## src/rtl/vga_write_arbiter_pkg.sv

```systemverilog
// Shared constants and state encoding for the VGA drawing path
// (arbiter, player and obstacle objects all draw into the same frame).
package vga_write_arbiter_pkg;

   localparam int C_NX          = 10;   // X coordinate width
   localparam int C_NY          = 9;    // Y coordinate width
   localparam int C_COLOR_DEPTH = 9;    // pixel colour width
   localparam int C_H_RES       = 640;  // visible columns
   localparam int C_V_RES       = 480;  // visible rows

   // Arbiter states: waiting for a requester, or streaming one owner's pixels
   typedef enum logic {
      ST_IDLE  = 1'b0,
      ST_BURST = 1'b1
   } arb_state_e;

endpackage

```

## src/rtl/vga_write_arbiter_rr_pick.sv

```systemverilog
// Round-robin selector: finds the first requester at or after ptr+1
// (wrapping modulo N_REQ) and returns it as one-hot plus index.
module vga_write_arbiter_rr_pick
   import vga_write_arbiter_pkg::*;
#(
   parameter int N_REQ = 4
) (
   input  logic [N_REQ-1:0] i_req,
   input  logic [2:0]       i_ptr,
   output logic [N_REQ-1:0] o_pick,
   output logic [2:0]       o_idx,
   output logic             o_valid
);

   localparam logic [N_REQ-1:0] L_ONE = {{(N_REQ-1){1'b0}}, 1'b1};

   // w_cand[gi] is the requester examined gi-th in priority order
   logic [2:0]       w_cand [N_REQ];
   logic [N_REQ-1:0] w_hit;

   genvar gi;
   generate
      for (gi = 0; gi < N_REQ; gi++) begin : g_cand
         logic [4:0] w_sum;
         // ptr is always below N_REQ, so a single subtraction wraps the sum
         assign w_sum       = 5'(i_ptr) + 5'd1 + 5'(gi);
         assign w_cand[gi]  = (w_sum >= 5'(N_REQ)) ? 3'(w_sum - 5'(N_REQ)) : 3'(w_sum);
         assign w_hit[gi]   = |(i_req & (L_ONE << w_cand[gi]));
      end
   endgenerate

   // Lowest search position with an active request wins
   always_comb begin
      o_valid = 1'b0;
      o_idx   = '0;
      for (int i = N_REQ - 1; i >= 0; i--) begin
         if (w_hit[i]) begin
            o_valid = 1'b1;
            o_idx   = w_cand[i];
         end
      end
      o_pick = o_valid ? (L_ONE << o_idx) : '0;
   end

endmodule

```

## src/rtl/vga_write_arbiter.sv

```systemverilog
// Arbitrates several pixel streams onto one VGA adapter write port.
// A grant is held for a whole sprite burst (until last or MAX_BURST cycles);
// off-screen pixels are swallowed and counted instead of written.
module vga_write_arbiter
   import vga_write_arbiter_pkg::*;
#(
   parameter int N_REQ       = 4,
   parameter int nX          = C_NX,
   parameter int nY          = C_NY,
   parameter int COLOR_DEPTH = C_COLOR_DEPTH,
   parameter int MAX_BURST   = 1024,
   parameter int H_RES       = C_H_RES,
   parameter int V_RES       = C_V_RES
) (
   input  logic                         i_clk,
   input  logic                         i_rst_n,
   input  logic [N_REQ-1:0]             i_req,
   input  logic [N_REQ-1:0]             i_last,
   input  logic [N_REQ*nX-1:0]          i_px_x,
   input  logic [N_REQ*nY-1:0]          i_px_y,
   input  logic [N_REQ*COLOR_DEPTH-1:0] i_px_color,
   output logic [N_REQ-1:0]             o_gnt,
   output logic [nX-1:0]                o_vga_x,
   output logic [nY-1:0]                o_vga_y,
   output logic [COLOR_DEPTH-1:0]       o_vga_color,
   output logic                         o_vga_write,
   output logic [2:0]                   o_owner,
   output logic                         o_busy,
   output logic [15:0]                  o_clip_cnt
);

   localparam int               CNT_W      = $clog2(MAX_BURST) + 1;
   localparam logic [CNT_W-1:0] L_CNT_LAST = CNT_W'(MAX_BURST - 1);
   localparam logic [nX:0]      L_H_RES    = (nX + 1)'(H_RES);
   localparam logic [nY:0]      L_V_RES    = (nY + 1)'(V_RES);

   arb_state_e             r_state;
   logic [N_REQ-1:0]       r_gnt;
   logic [2:0]             r_owner;
   logic [2:0]             r_ptr;
   logic                   r_busy;
   logic [CNT_W-1:0]       r_burst_cnt;
   logic [nX-1:0]          r_vga_x;
   logic [nY-1:0]          r_vga_y;
   logic [COLOR_DEPTH-1:0] r_vga_color;
   logic                   r_vga_write;
   logic [15:0]            r_clip_cnt;

   logic [N_REQ-1:0]       w_pick;
   logic [2:0]             w_pick_idx;
   logic                   w_pick_valid;
   logic [nX-1:0]          w_x;
   logic [nY-1:0]          w_y;
   logic [COLOR_DEPTH-1:0] w_color;
   logic                   w_accept;
   logic                   w_last;
   logic                   w_in_frame;
   logic                   w_release;

   vga_write_arbiter_rr_pick #(
      .N_REQ (N_REQ)
   ) u_rr_pick (
      .i_req   (i_req),
      .i_ptr   (r_ptr),
      .o_pick  (w_pick),
      .o_idx   (w_pick_idx),
      .o_valid (w_pick_valid)
   );

   // Select the owner's pixel; r_gnt is one-hot so non-owners never leak through
   always_comb begin
      w_x     = '0;
      w_y     = '0;
      w_color = '0;
      for (int k = 0; k < N_REQ; k++) begin
         if (r_gnt[k]) begin
            w_x     = i_px_x[k*nX +: nX];
            w_y     = i_px_y[k*nY +: nY];
            w_color = i_px_color[k*COLOR_DEPTH +: COLOR_DEPTH];
         end
      end
   end

   assign w_accept   = (r_state == ST_BURST) && (|(i_req & r_gnt));
   assign w_last     = |(i_last & r_gnt);
   assign w_in_frame = ({1'b0, w_x} < L_H_RES) && ({1'b0, w_y} < L_V_RES);
   // The counter-based release fires whether or not a pixel arrives that cycle
   assign w_release  = (r_state == ST_BURST) &&
                       ((w_accept && w_last) || (r_burst_cnt == L_CNT_LAST));

   // Grant FSM: pick in IDLE, hold the owner through BURST until last or timeout
   always_ff @(posedge i_clk or negedge i_rst_n) begin
      if (!i_rst_n) begin
         r_state     <= ST_IDLE;
         r_gnt       <= '0;
         r_owner     <= '0;
         r_busy      <= 1'b0;
         r_burst_cnt <= '0;
         r_ptr       <= 3'(N_REQ - 1);
      end else begin
         case (r_state)
            ST_IDLE: begin
               if (w_pick_valid) begin
                  r_state     <= ST_BURST;
                  r_gnt       <= w_pick;
                  r_owner     <= w_pick_idx;
                  r_busy      <= 1'b1;
                  r_burst_cnt <= '0;
               end
            end
            ST_BURST: begin
               r_burst_cnt <= r_burst_cnt + 1'b1;
               if (w_release) begin
                  r_state <= ST_IDLE;
                  r_gnt   <= '0;
                  r_busy  <= 1'b0;
                  r_ptr   <= r_owner;
               end
            end
            default: begin
               r_state <= ST_IDLE;
               r_gnt   <= '0;
               r_busy  <= 1'b0;
            end
         endcase
      end
   end

   // Output pixel register: write in-frame pixels, count clipped ones
   always_ff @(posedge i_clk or negedge i_rst_n) begin
      if (!i_rst_n) begin
         r_vga_x     <= '0;
         r_vga_y     <= '0;
         r_vga_color <= '0;
         r_vga_write <= 1'b0;
         r_clip_cnt  <= '0;
      end else begin
         r_vga_write <= w_accept && w_in_frame;
         if (w_accept && w_in_frame) begin
            r_vga_x     <= w_x;
            r_vga_y     <= w_y;
            r_vga_color <= w_color;
         end
         if (w_accept && !w_in_frame && (r_clip_cnt != 16'hFFFF)) begin
            r_clip_cnt <= r_clip_cnt + 16'd1;
         end
      end
   end

   assign o_gnt       = r_gnt;
   assign o_owner     = r_owner;
   assign o_busy      = r_busy;
   assign o_vga_x     = r_vga_x;
   assign o_vga_y     = r_vga_y;
   assign o_vga_color = r_vga_color;
   assign o_vga_write = r_vga_write;
   assign o_clip_cnt  = r_clip_cnt;

endmodule

```

## config.mk

```make
export PLATFORM = sky130hd
export DESIGN_NAME = vga_write_arbiter
export DESIGN_NICKNAME = d
export VERILOG_FILES = /design/src/rtl/vga_write_arbiter_pkg.sv /design/src/rtl/vga_write_arbiter_rr_pick.sv /design/src/rtl/vga_write_arbiter.sv
export SDC_FILE = /design/constraint.sdc
export NUM_CORES = 1
export LEC_CHECK = 0
export CAP_MARGIN = 20
export CELL_PAD_IN_SITES_DETAIL_PLACEMENT = 1
export CELL_PAD_IN_SITES_GLOBAL_PLACEMENT = 2
export CORE_AREA = 2 2 142 144
export DETAILED_ROUTE_END_ITERATION = 12
export DIE_AREA = 0 0 144 146
export PLACE_DENSITY_LB_ADDON = 0.1
export SLEW_MARGIN = 10
export SYNTH_ARGS = -nofsm -noshare
export SYNTH_HDL_FRONTEND = slang
export SYNTH_SLANG_ARGS = --single-unit
```

## constraint.sdc

```tcl
create_clock -name i_clk -period 2.9 [get_ports i_clk]
set_input_delay 0.435 -clock i_clk [delete_from_list [all_inputs] [get_ports i_clk]]
set_output_delay 0.435 -clock i_clk [all_outputs]
set_load 0.1 [all_outputs]
```

==> out/metrics.yaml <==
outcome:
  status: "complete, no violations"
place:
  io_buffers: 174
  postPlaceCellArea_um2: 6260
  routabilityCongestion: 0.816
  post-dp-hpwl_mm: 13.6
min_path:
  hold_class: "input pin to asynchronous set/reset pin"
timing:
  maxSlewHeadroom_pct: 46.6
  setup_viol: 0
  tightest_slew_ns: 0.801
  finClkSkew_ns: 0.00632
  clock.fmax_ghz: 0.366
  post-route-min-period_ns: 2.73
  fin_crit_sh_pct: 94.1
  report.final.hold_viol_count: 0
  slew_violations: 0
  fin_tns_setup_ns: 0
  grt_setup_unrepaired: "false"
global_routing:
  grtUsageTotal_pct: 17.0
  antenna_found_initial: 3
  grt_max_degree: 58
  grt_pass1_wl_mm: 27.6
  grt_pass1_vias: 4842
  grt_overflow: 0
synth:
  syn_nets: 617
  ys_types: 60
  synth_area_per_cell_um2: 8.71
  synthArstFlopShare_pct: 100
  seq_area_frac_synth_pct: 40.3
  syn-instance-count: 486
  yosys.area.top_type: "dfrtp_1"
  yosys_register_bits: 68
  synth_edf_count: 0
  synth_top_cells_by_area: "dfrtp_1 39%, nand2_1 5.6%, a221oi_1 4.6%"
  synth_top_area_share_pct: 39.0
  syn_area_um2: 4230
  yosys_warnings: 0
  synthFlopType: "dfrtp_1"
power_and_ir_drop:
  powerDensity_nw_per_um2: 1250
  leakage_nw: 2.82
  seqPwrFrac_pct: 19.7
  power.switching_mw: 4.51
  cell_internal_pwr_mw: 3.77
  vdd_drop_max_mv: 0.444
  p_total_mw: 8.28
  swShare_pct: 54.5
  share_comb_of_total_power_pct: 64.8
  clkPwrFrac_pct: 15.5
critical_path:
  arrival_ns: 2.98
  start_kind: "flip-flop"
  crit_path_end_kind: "flip-flop"
  critPathKind: "flip-flop to flip-flop"
  cp_max_fo: 7
  critical_path_required_ns: 3.15
floorplanning:
  die_area_um2: 21000
  die_w_um: 144
  die_y_um: 146
  io_pins: 175
  fp-row-count: 51
  core_um2: 19300
  start_util_pct: 21.9
finish:
  stdcell_area_um2: 6620
  areaGrowthSynthToFinish_pct: 56.5
  final_common_cell: "clkdlybuf4s50_1"
  n_fill_cell: 2267
  drive_gt1_share_pct: 17.9
  final_nets: 798
  mostFrequentLayoutCells: "120 x clkdlybuf4s50_1, 78 x buf_4, 65 x dfrtp_1"
clock_tree:
  clk_latency_ns: 0.34
  cts.sinks: 68
  cts_htree_levels: 3
  cts.clk_slew.worst_paths_ns: 0.06
  cts_tree: "built"
  cts-root-buf: "clkbuf_16"
  hold_buffers: 0
  cts-buffers-inserted: 9
  clk_path_buf_depth: 2
route:
  drtIter0Drc: 134
  viasPerCell: 4.75
  wl_per_cell_um: 18.6
  drc: 0
  ant_nets: 0
  routed_wl_mm: 17.5
  num_vias: 4460
  dr.pass1.iters: 4
run:
  max-cap-violations: 0
repair_timing:
item,4_1_cts,5_1_grt
buffers inserted,0,2
resized for setup,0,2
endpoints found under the setup margin,0,11
worst max-delay path, stage by stage (launching register included):
cell      delay, ns
dfstp_2        0.54
inv_1          0.11
ha_1           0.34
ha_2           0.22
nor3b_2        0.18
a21oi_2        0.26
a211oi_1       0.12
mux2_4         0.29
or3b_4         0.41
o31ai_2        0.17
cell type report:
class | count | area [um2] | area share, %
clock inverter | 6 | 113 | 1.70
multi-input combinational | 378 | 2360 | 35.6
timing repair buffer | 202 | 1850 | 28.0
sequential | 68 | 1710 | 25.8
antenna | 2 | 5.00 | 0.0756
inverter | 8 | 30.0 | 0.454
tap | 265 | 332 | 5.01
clock buffer | 10 | 229 | 3.46
flip-flops by register name, indices dropped and copies added (netlist names):
register,count
o_clip_cnt,16
r_burst_cnt,11
o_vga_x,10
o_vga_color,9
o_vga_y,9
o_gnt,4
o_owner,3
r_ptr,3
o_busy,1
o_vga_write,1
r_state,1
layer usage:
| metal | wire length (um) | vias to the layer above | track usage [%] |
|---|---|---|---|
| li1 | - | 2157 | - |
| met4 | 191 | 2 | 4.71 |
| met3 | 976 | 15 | 4.11 |
| met2 | 8850 | 112 | 30.0 |
| met5 | 12 | - | 0 |
| met1 | 7480 | 2174 | 20.4 |
Yosys cell counts (4+ instances only):
cell and instances:
a21oi_1 27, ha_1 9, mux2i_1 6, o21ai_0 37
a221oi_1 22, nor2b_1 8, a22oi_1 6, and2_1 5
nand2_1 63, nor3_1 21, nor2_1 29, nand3_1 31
nand3b_1 8, nand4_1 6, and3_1 13, buf_4 4
a21o_1 4, a22o_1 4, clkbuf_1 19, o21ai_1 7
buf_2 7, inv_1 7, a31oi_1 5, xnor2_1 17
dfrtp_1 66
cells by family after synthesis:
logic type | synth area share [%]
compound gates | 22.8
xor+xnor | 4.14
fa+ha+maj | 2.66
buf+inv | 4.11
flops | 40.3
mux | 2.84
simple gates | 23.2
power groups by stage:
stage,clock (mW),combinational [mW],sequential (mW)
2_1_floorplan,0,2.11,3.35
3_3_place_gp,0,5.34,1.64
3_5_place_dp,0,5.38,1.67
4_1_cts,1.34,5.39,1.65
5_1_grt,1.37,5.81,1.69
6_report,1.29,5.36,1.63
stage by stage:
stage               setup WS (ns)  hold slack (ns)  util (%)  instances
finish                      0.170            0.151      34.2        939
global route              0.00112            0.202      34.2        938
CTS                        0.0529            0.170      34.1        935
detailed placement         0.0776            0.472      32.4        919
global placement            0.163            0.469      32.4        919
floorplan                  0.0487            0.139         -        486
final timing paths:
path | slack [ns] | startpoint | cells after the start | end
worst min-delay path | 0.15 | i_rst_n | 1 | o_vga_y[1]
worst min register to register | 0.48 | o_vga_x[2] | 2 | o_vga_x[2]
min in group i_clk | 0.48 | o_vga_x[2] | 2 | o_vga_x[2]
worst max-delay path | 0.17 | r_ptr[0] | 9 | o_gnt[0]
worst max register to register | 0.17 | r_ptr[0] | 9 | o_gnt[0]
max in group asynchronous | 2.04 | i_rst_n | 2 | o_clip_cnt[15]
No activity file was read; power rests on OpenSTA's default activity.
